[src/rtl/mul_pkg.sv]
// mul_pkg: FSM state encoding shared by the sequential arithmetic units
package mul_pkg;
  typedef enum logic [1:0] {
    ST_IDLE = 2'd0,
    ST_RUN  = 2'd1,
    ST_DONE = 2'd2
  } state_t;
endpackage

[src/rtl/mul_step.sv]
// mul_step: one shift-add iteration; the add carry enters the product MSB
module mul_step #(
  parameter int WIDTH = 4
) (
  input  logic [2*WIDTH-1:0] rp,
  input  logic [WIDTH-1:0]   ra,
  output logic [2*WIDTH-1:0] rp_n
);
  logic [WIDTH:0] sum;
  assign sum  = {1'b0, rp[2*WIDTH-1:WIDTH]} + {1'b0, rp[0] ? ra : WIDTH'(0)};
  assign rp_n = {sum, rp[WIDTH-1:1]};
endmodule

[src/rtl/mul.sv]
// mul: sequential shift-add unsigned multiplier, one multiplier bit per clock
module mul
  import mul_pkg::*;
#(
  parameter int WIDTH = 4
) (
  input  logic               clk,
  input  logic               rst,
  input  logic               ld,
  input  logic [WIDTH-1:0]   a,
  input  logic [WIDTH-1:0]   b,
  output logic [2*WIDTH-1:0] y,
  output logic               busy,
  output logic               done
);
  localparam int CW = (WIDTH > 1) ? $clog2(WIDTH) : 1;
  state_t             state, nxt;
  logic [WIDTH-1:0]   ra;
  logic [2*WIDTH-1:0] rp, rp_n;
  logic [CW-1:0]      cnt;
  logic               acc, last;
  assign acc  = ld && (state == ST_IDLE || state == ST_DONE);
  assign last = (state == ST_RUN) && (cnt == CW'(WIDTH-1));
  assign busy = state == ST_RUN;
  assign done = state == ST_DONE;
  mul_step #(.WIDTH(WIDTH)) u_step (.rp(rp), .ra(ra), .rp_n(rp_n));
  always_comb begin
    nxt = ST_IDLE;
    nxt = acc ? ST_RUN : last ? ST_DONE : (state == ST_RUN) ? ST_RUN : ST_IDLE;
  end
  always_ff @(posedge clk) begin
    if (rst) begin
      state <= ST_IDLE;
      ra    <= '0;
      rp    <= '0;
      cnt   <= '0;
      y     <= '0;
    end else begin
      state <= nxt;
      if (acc) begin
        ra  <= a;
        rp  <= {WIDTH'(0), b};
        cnt <= '0;
      end else if (state == ST_RUN) begin
        rp  <= rp_n;
        cnt <= cnt + CW'(1);
        if (last) y <= rp_n;
      end
    end
  end
endmodule

[config.mk]
export PLATFORM = sky130hd
export DESIGN_NAME = mul
export DESIGN_NICKNAME = d
export VERILOG_FILES = /design/src/rtl/mul_pkg.sv /design/src/rtl/mul_step.sv /design/src/rtl/mul.sv
export SDC_FILE = /design/constraint.sdc
export NUM_CORES = 1
export LEC_CHECK = 0
export CAP_MARGIN = 15
export CORE_UTILIZATION = 40
export DETAILED_ROUTE_END_ITERATION = 12
export PLACE_DENSITY = 0.61
export SLEW_MARGIN = 15
export SYNTH_ARGS = -nofsm -noshare
export SYNTH_HDL_FRONTEND = slang
export SYNTH_SLANG_ARGS = --single-unit
[constraint.sdc]
create_clock -name clk -period 4.8 [get_ports clk]
set_input_delay 0.72 -clock clk [delete_from_list [all_inputs] [get_ports clk]]
set_output_delay 0.72 -clock clk [all_outputs]
set_load 0.03 [all_outputs]
### Word-level counts from Yosys, hierarchy flattened

Cells that the tools add are included.

| operators by class | value |
|---|---|
| add/sub/neg operators | 2 |
| $mul | 0 |
| div/mod/pow operators | 0 |
| order comparisons | 0 |
| equal/unequal tests | 3 |
| shifts and indexed selects | 0 |
| multiplexer cells | 6 |
| bitwise logic cells | 1 |
| reduce and logical (&&, ||, !) cells | 7 |

Operators by type and width:

| cell | count |
|---|---|
| 4-bit two-way mux | 3 |
| 4-bit by 4-bit adder with 5-bit output | 1 |
| 2-bit == test (second input constant) | 2 |
| 3-bit AND reduction | 1 |
| 2-bit by 1-bit adder with 2-bit output (second input constant) | 1 |
| 2-bit by 1-bit == test with 1-bit output (second input constant) | 1 |
| 1-bit logical AND | 2 |
| 2-bit logical NOT | 1 |
| 1-bit two-way mux | 2 |
| 2-bit two-way mux | 1 |
| 2-bit nonzero test | 1 |
| 2-bit OR reduction | 1 |
| 1-bit logical OR | 1 |
| 1-bit inverter | 1 |

| word-level totals | value |
|---|---|
| register bits | 24 |
| latch bits | 0 |
| bits in writable memories | 0 |
| memory bits (read-only) | 0 |
| bits of input ports | 11 |
| memories kept | 0 |

### Longest topological paths before layout

| depth | value |
|---|---|
| depth after elaboration | 5 |
| mapped depth | 8 |

### Hierarchy

Synthesis repeated with hierarchy kept, for this count alone.

| second synthesis, totals | value |
|---|---|
| cells, all modules | 130 |
| area total of the unflattened synthesis | 1116.1 µm² |

By module, submodules not included:

| module | instances | cells each | area an instance (µm²) | seq. area each (µm²) |
|---|---|---|---|---|
| mul | 1 | 107 | 934.6 | 480.5 |
| mul_step | 1 | 23 | 181.4 | 0.0 |

### Worst setup path after synthesis

OpenSTA, ideal clock, no wires.

| path | value |
|---|---|
| kind | register to register |
| start point | register rp[0] |
| end point | register rp[7] |
| setup time | 0.086 ns |
| arrival time | 1.478 ns |
| setup slack | 3.237 ns |
| stages on the path, launching flop included | 9 |
| path through | dfxtp_1 and2_1 ha_1 inv_1 fa_1 inv_1 a21o_1 a21oi_1 a211oi_1 |

| on the way | value |
|---|---|
| longest elaborated chain between the ends | 2 |

RTL lines:

| item | line | text |
|---|---|---|
| start: declaration | mul.sv:19 | `logic [2*WIDTH-1:0] rp, rp_n;` |
| start signal: assignment | mul.sv:42 | `rp <= {WIDTH'(0), b};` |
| start signal: assignment | mul.sv:45 | `rp <= rp_n;` |
| 4-bit two-way mux | mul_step.sv:10 | `assign sum = {1'b0, rp[2*WIDTH-1:WIDTH]} + {1'b0, rp[0] ? ra : WIDTH'(0)};` |
| 4-bit by 4-bit adder with 5-bit output | mul_step.sv:10 |  |

No other way between the ends.
A chain may end at the register's enable or synchronous reset.

### Worst setup path after layout

| path | value |
|---|---|
| start point | register state[1] |
| end point | output port busy |

| on the way | value |
|---|---|
| longest elaborated chain between the ends | 1 |

RTL lines:

| item | line | text |
|---|---|---|
| start: declaration | mul.sv:17 | `state_t state, nxt;` |
| start signal: assignment | mul.sv:39 | `state <= nxt;` |
| 2-bit by 1-bit == test with 1-bit output | mul.sv:24 | `assign busy = state == ST_RUN;` |
| end: declaration | mul.sv:13 | `output logic busy,` |

No other way between the ends.

==> results.yml <==
synthesis:
  synth_enable_flop_cells: 0
  synth.top_cell.area_share: 0.4534
  yosysUniqueCellTypes: 28
  synthesis.nets: 142
  ys_ff_latch: 24
  ys_warn_count: 0
  async_reset_ff_frac: 0
  yosysMostFrequentCell: "nand2_1"
  synth_flop_cell: "dfxtp_1"
  netlist_top_cells_count: "25 x nand2_1, 24 x dfxtp_1, 14 x a21oi_1, 11 x nor2_1"
  yosys.area.top_type: "dfxtp_1"
  seq_area_frac_synth: 0.4534
  syn_avg_cell_area_um2: 8.478
  syn_area_um2: 1060
  synth_cells: 125
  ys_top_cells_by_area: "dfxtp_1 45%, nand2_1 8.9%, a21oi_1 6.6%"
worst_setup_path:
  worstSetupPathType: "reg -> out"
  crit_path_start_kind: "flop"
  required_ns: 4.08
  crit_fanout: 11
  rr_startpoint: "rp[0]$_SDFFE_PP0P_"
  r2r_cells: 8
  worstPathArrival_ns: 1.77
  end_kind: "primary output"
  crit_start: "state[1]$_SDFF_PP0_"
pwr:
  power_switching_mw: 0.09106
  p_clk_frac: 0.296
  finalPower_mw: 0.3649
  leakagePower_nw: 0.5142
  power_density_nw_per_um2: 279.6
  vdd_drop_max_mv: 0.2142
  combPwrFrac: 0.118
  internal-power_mw: 0.2738
  seq_power_share: 0.585
  sw_frac_of_total: 0.2496
routing:
  wl_met1_um: 1045
  post-route-drc-count: 0
  ant_nets: 0
  drt_wl_total_um: 2165
  drtIter0Drc: 18
  wl_met3_um: 89
  wl_per_cell_um: 12.44
  vias_per_cell: 5.069
  routed.top_layer: "met4"
  first_pass_iters: 4
  vias: 882
  met2_length_um: 994
clock_network:
  numCtsBuffers: 3
  cts.clk_slew.worst_paths_ns: 0.13
  root_buffer: "clkbuf_4"
  h-tree-depth: 1
  cts_tree: "built"
  ctsHoldBuffers: 0
  cts-resized-gates: 0
  cts_num_sinks: 24
  clkLatencyLatePin_ns: 0.32
  postCtsSetupBuffers: 0
  clockBufferDepth: 2
placed_design:
  hpwl_um: 1562
  gp_congestion: 0.7997
  place_ws_ns: 2.551
  placed_cells: 170
  numPortBuffers: 20
  dpl_cell_area_um2: 1269
global_route:
  antenna_found_initial: 0
  grt_pass1_wl_um: 3387
  grtUsageTotal: 0.1717
  grt-ovfl-total: 0
  first_global_vias: 739
  grt_max_degree: 19
floorplanning:
  io_pins: 21
  die_area_um2: 2859
  die_y_um: 53.47
  core_um2: 2500
  initial_core_util: 0.4239
  rows: 18
  die_w_um: 53.47
finish:
  final_nets: 162
  area_delta_synth_final_pct: 23.14
  finalInstanceArea_um2: 1305
  diodes: 0
  drive_gt1_frac: 0.07639
  final_cell_count_no_fill: 174
sta:
  timing.final.crit_share: 0.5196
  report.final.slew_viol_count: 0
  finalSetupTns_ns: 0
  fmax_mhz: 401.0
  hold_violations: 0
  slew_headroom: 0.5251
  rsz0062_at_grt: "false"
  worstMarginPinSlew_ns: 0.7102
  period_needed_ns: 2.494
  setup_slack_ns: 2.306
  setup_viol: 0
  clock_skew_ns: 0.004313
hold_path:
  hold_start: "y[5]$_SDFFE_PP0P_"
  min_path_type: "reg -> reg"
  min_path_cells: 2
run_status:
  status: "complete, no violations"
job:
  cap_violations: 0
-- flip-flops by register name, summed over array words and instances (netlist names) --
name   count
state      2
ra         4
cnt        2
y          8
rp         8
-- critical path, cell delays in order (launching register included) --
cell	delay, ns
dfxtp_1	0.34
nand2b_2	0.29
inv_4	0.15
clkdlybuf4s50_1	0.68
-- cells in the final DEF, fill, tap and decap left out, drive strengths merged --
cell type and count:
o31ai 1, clkbuf 4, o22ai 4, and3 1
nand3 1, fa 1, nor2 13, dfxtp 24
o21ba 1, a211oi 4, ha 5, and2 5
nor3 5, clkdlybuf4s50 20, a21o 1, a21oi 14
xnor2 2, nand3b 1, nor2b 3, nand2b 3
inv 6, nand2 25
-- logic make-up after synthesis --
| family | Yosys count | synth area share |
|---|---|---|
| simple gates | 57 | 0.2503 |
| compound gates | 25 | 0.1511 |
| flops | 24 | 0.4534 |
| buf+inv | 11 | 0.05078 |
| fa+ha+maj | 6 | 0.07792 |
| xor+xnor | 2 | 0.01653 |
-- power by group through the flow --
stage | logic [mW] | registers (mW) | clock network (mW)
floorplan | 0.0295 | 0.216 | 0
global placement | 0.0425 | 0.218 | 0
detailed placement | 0.0432 | 0.218 | 0
CTS | 0.0435 | 0.214 | 0.113
global route | 0.0480 | 0.215 | 0.121
finish | 0.0432 | 0.214 | 0.108
-- routing by layer --
metal / vias to the layer above / track usage
li1: 453 / -
met1: 403 / 0.2159
met2: 20 / 0.2813
met3: 6 / 0.05172
met4: 0 / 0.04386
met5: - / 0
-- final timing paths --
| path | to | slack (ns) |
|---|---|---|
| setup / recovery | busy | 2.31 |
| hold / removal | y[5]$_SDFFE_PP0P_ | 0.46 |
| setup reg to reg | rp[7]$_SDFFE_PP0P_ | 3.04 |
| hold reg to reg | y[5]$_SDFFE_PP0P_ | 0.46 |
-- layout make-up --
| class | instances | area (um2) |
|---|---|---|
| sequential | 24 | 480.5 |
| timing repair buffer | 20 | 200.2 |
| multi-input combinational | 90 | 525.5 |
| inverter | 6 | 25.02 |
| tap | 30 | 37.54 |
| fill | 247 | 1195 |
| clock buffer | 4 | 36.28 |
-- through the flow --
| stage | hold slack, ns | utilization |
|---|---|---|
| after floorplan | 0.4317 | - |
| after global placement | 0.4404 | 0.5075 |
| after detailed placement | 0.4498 | 0.5075 |
| after CTS | 0.4691 | 0.5220 |
| after global routing | 0.4819 | 0.5220 |
| final | 0.4648 | 0.5220 |
(Power assumes the default switching activity.)
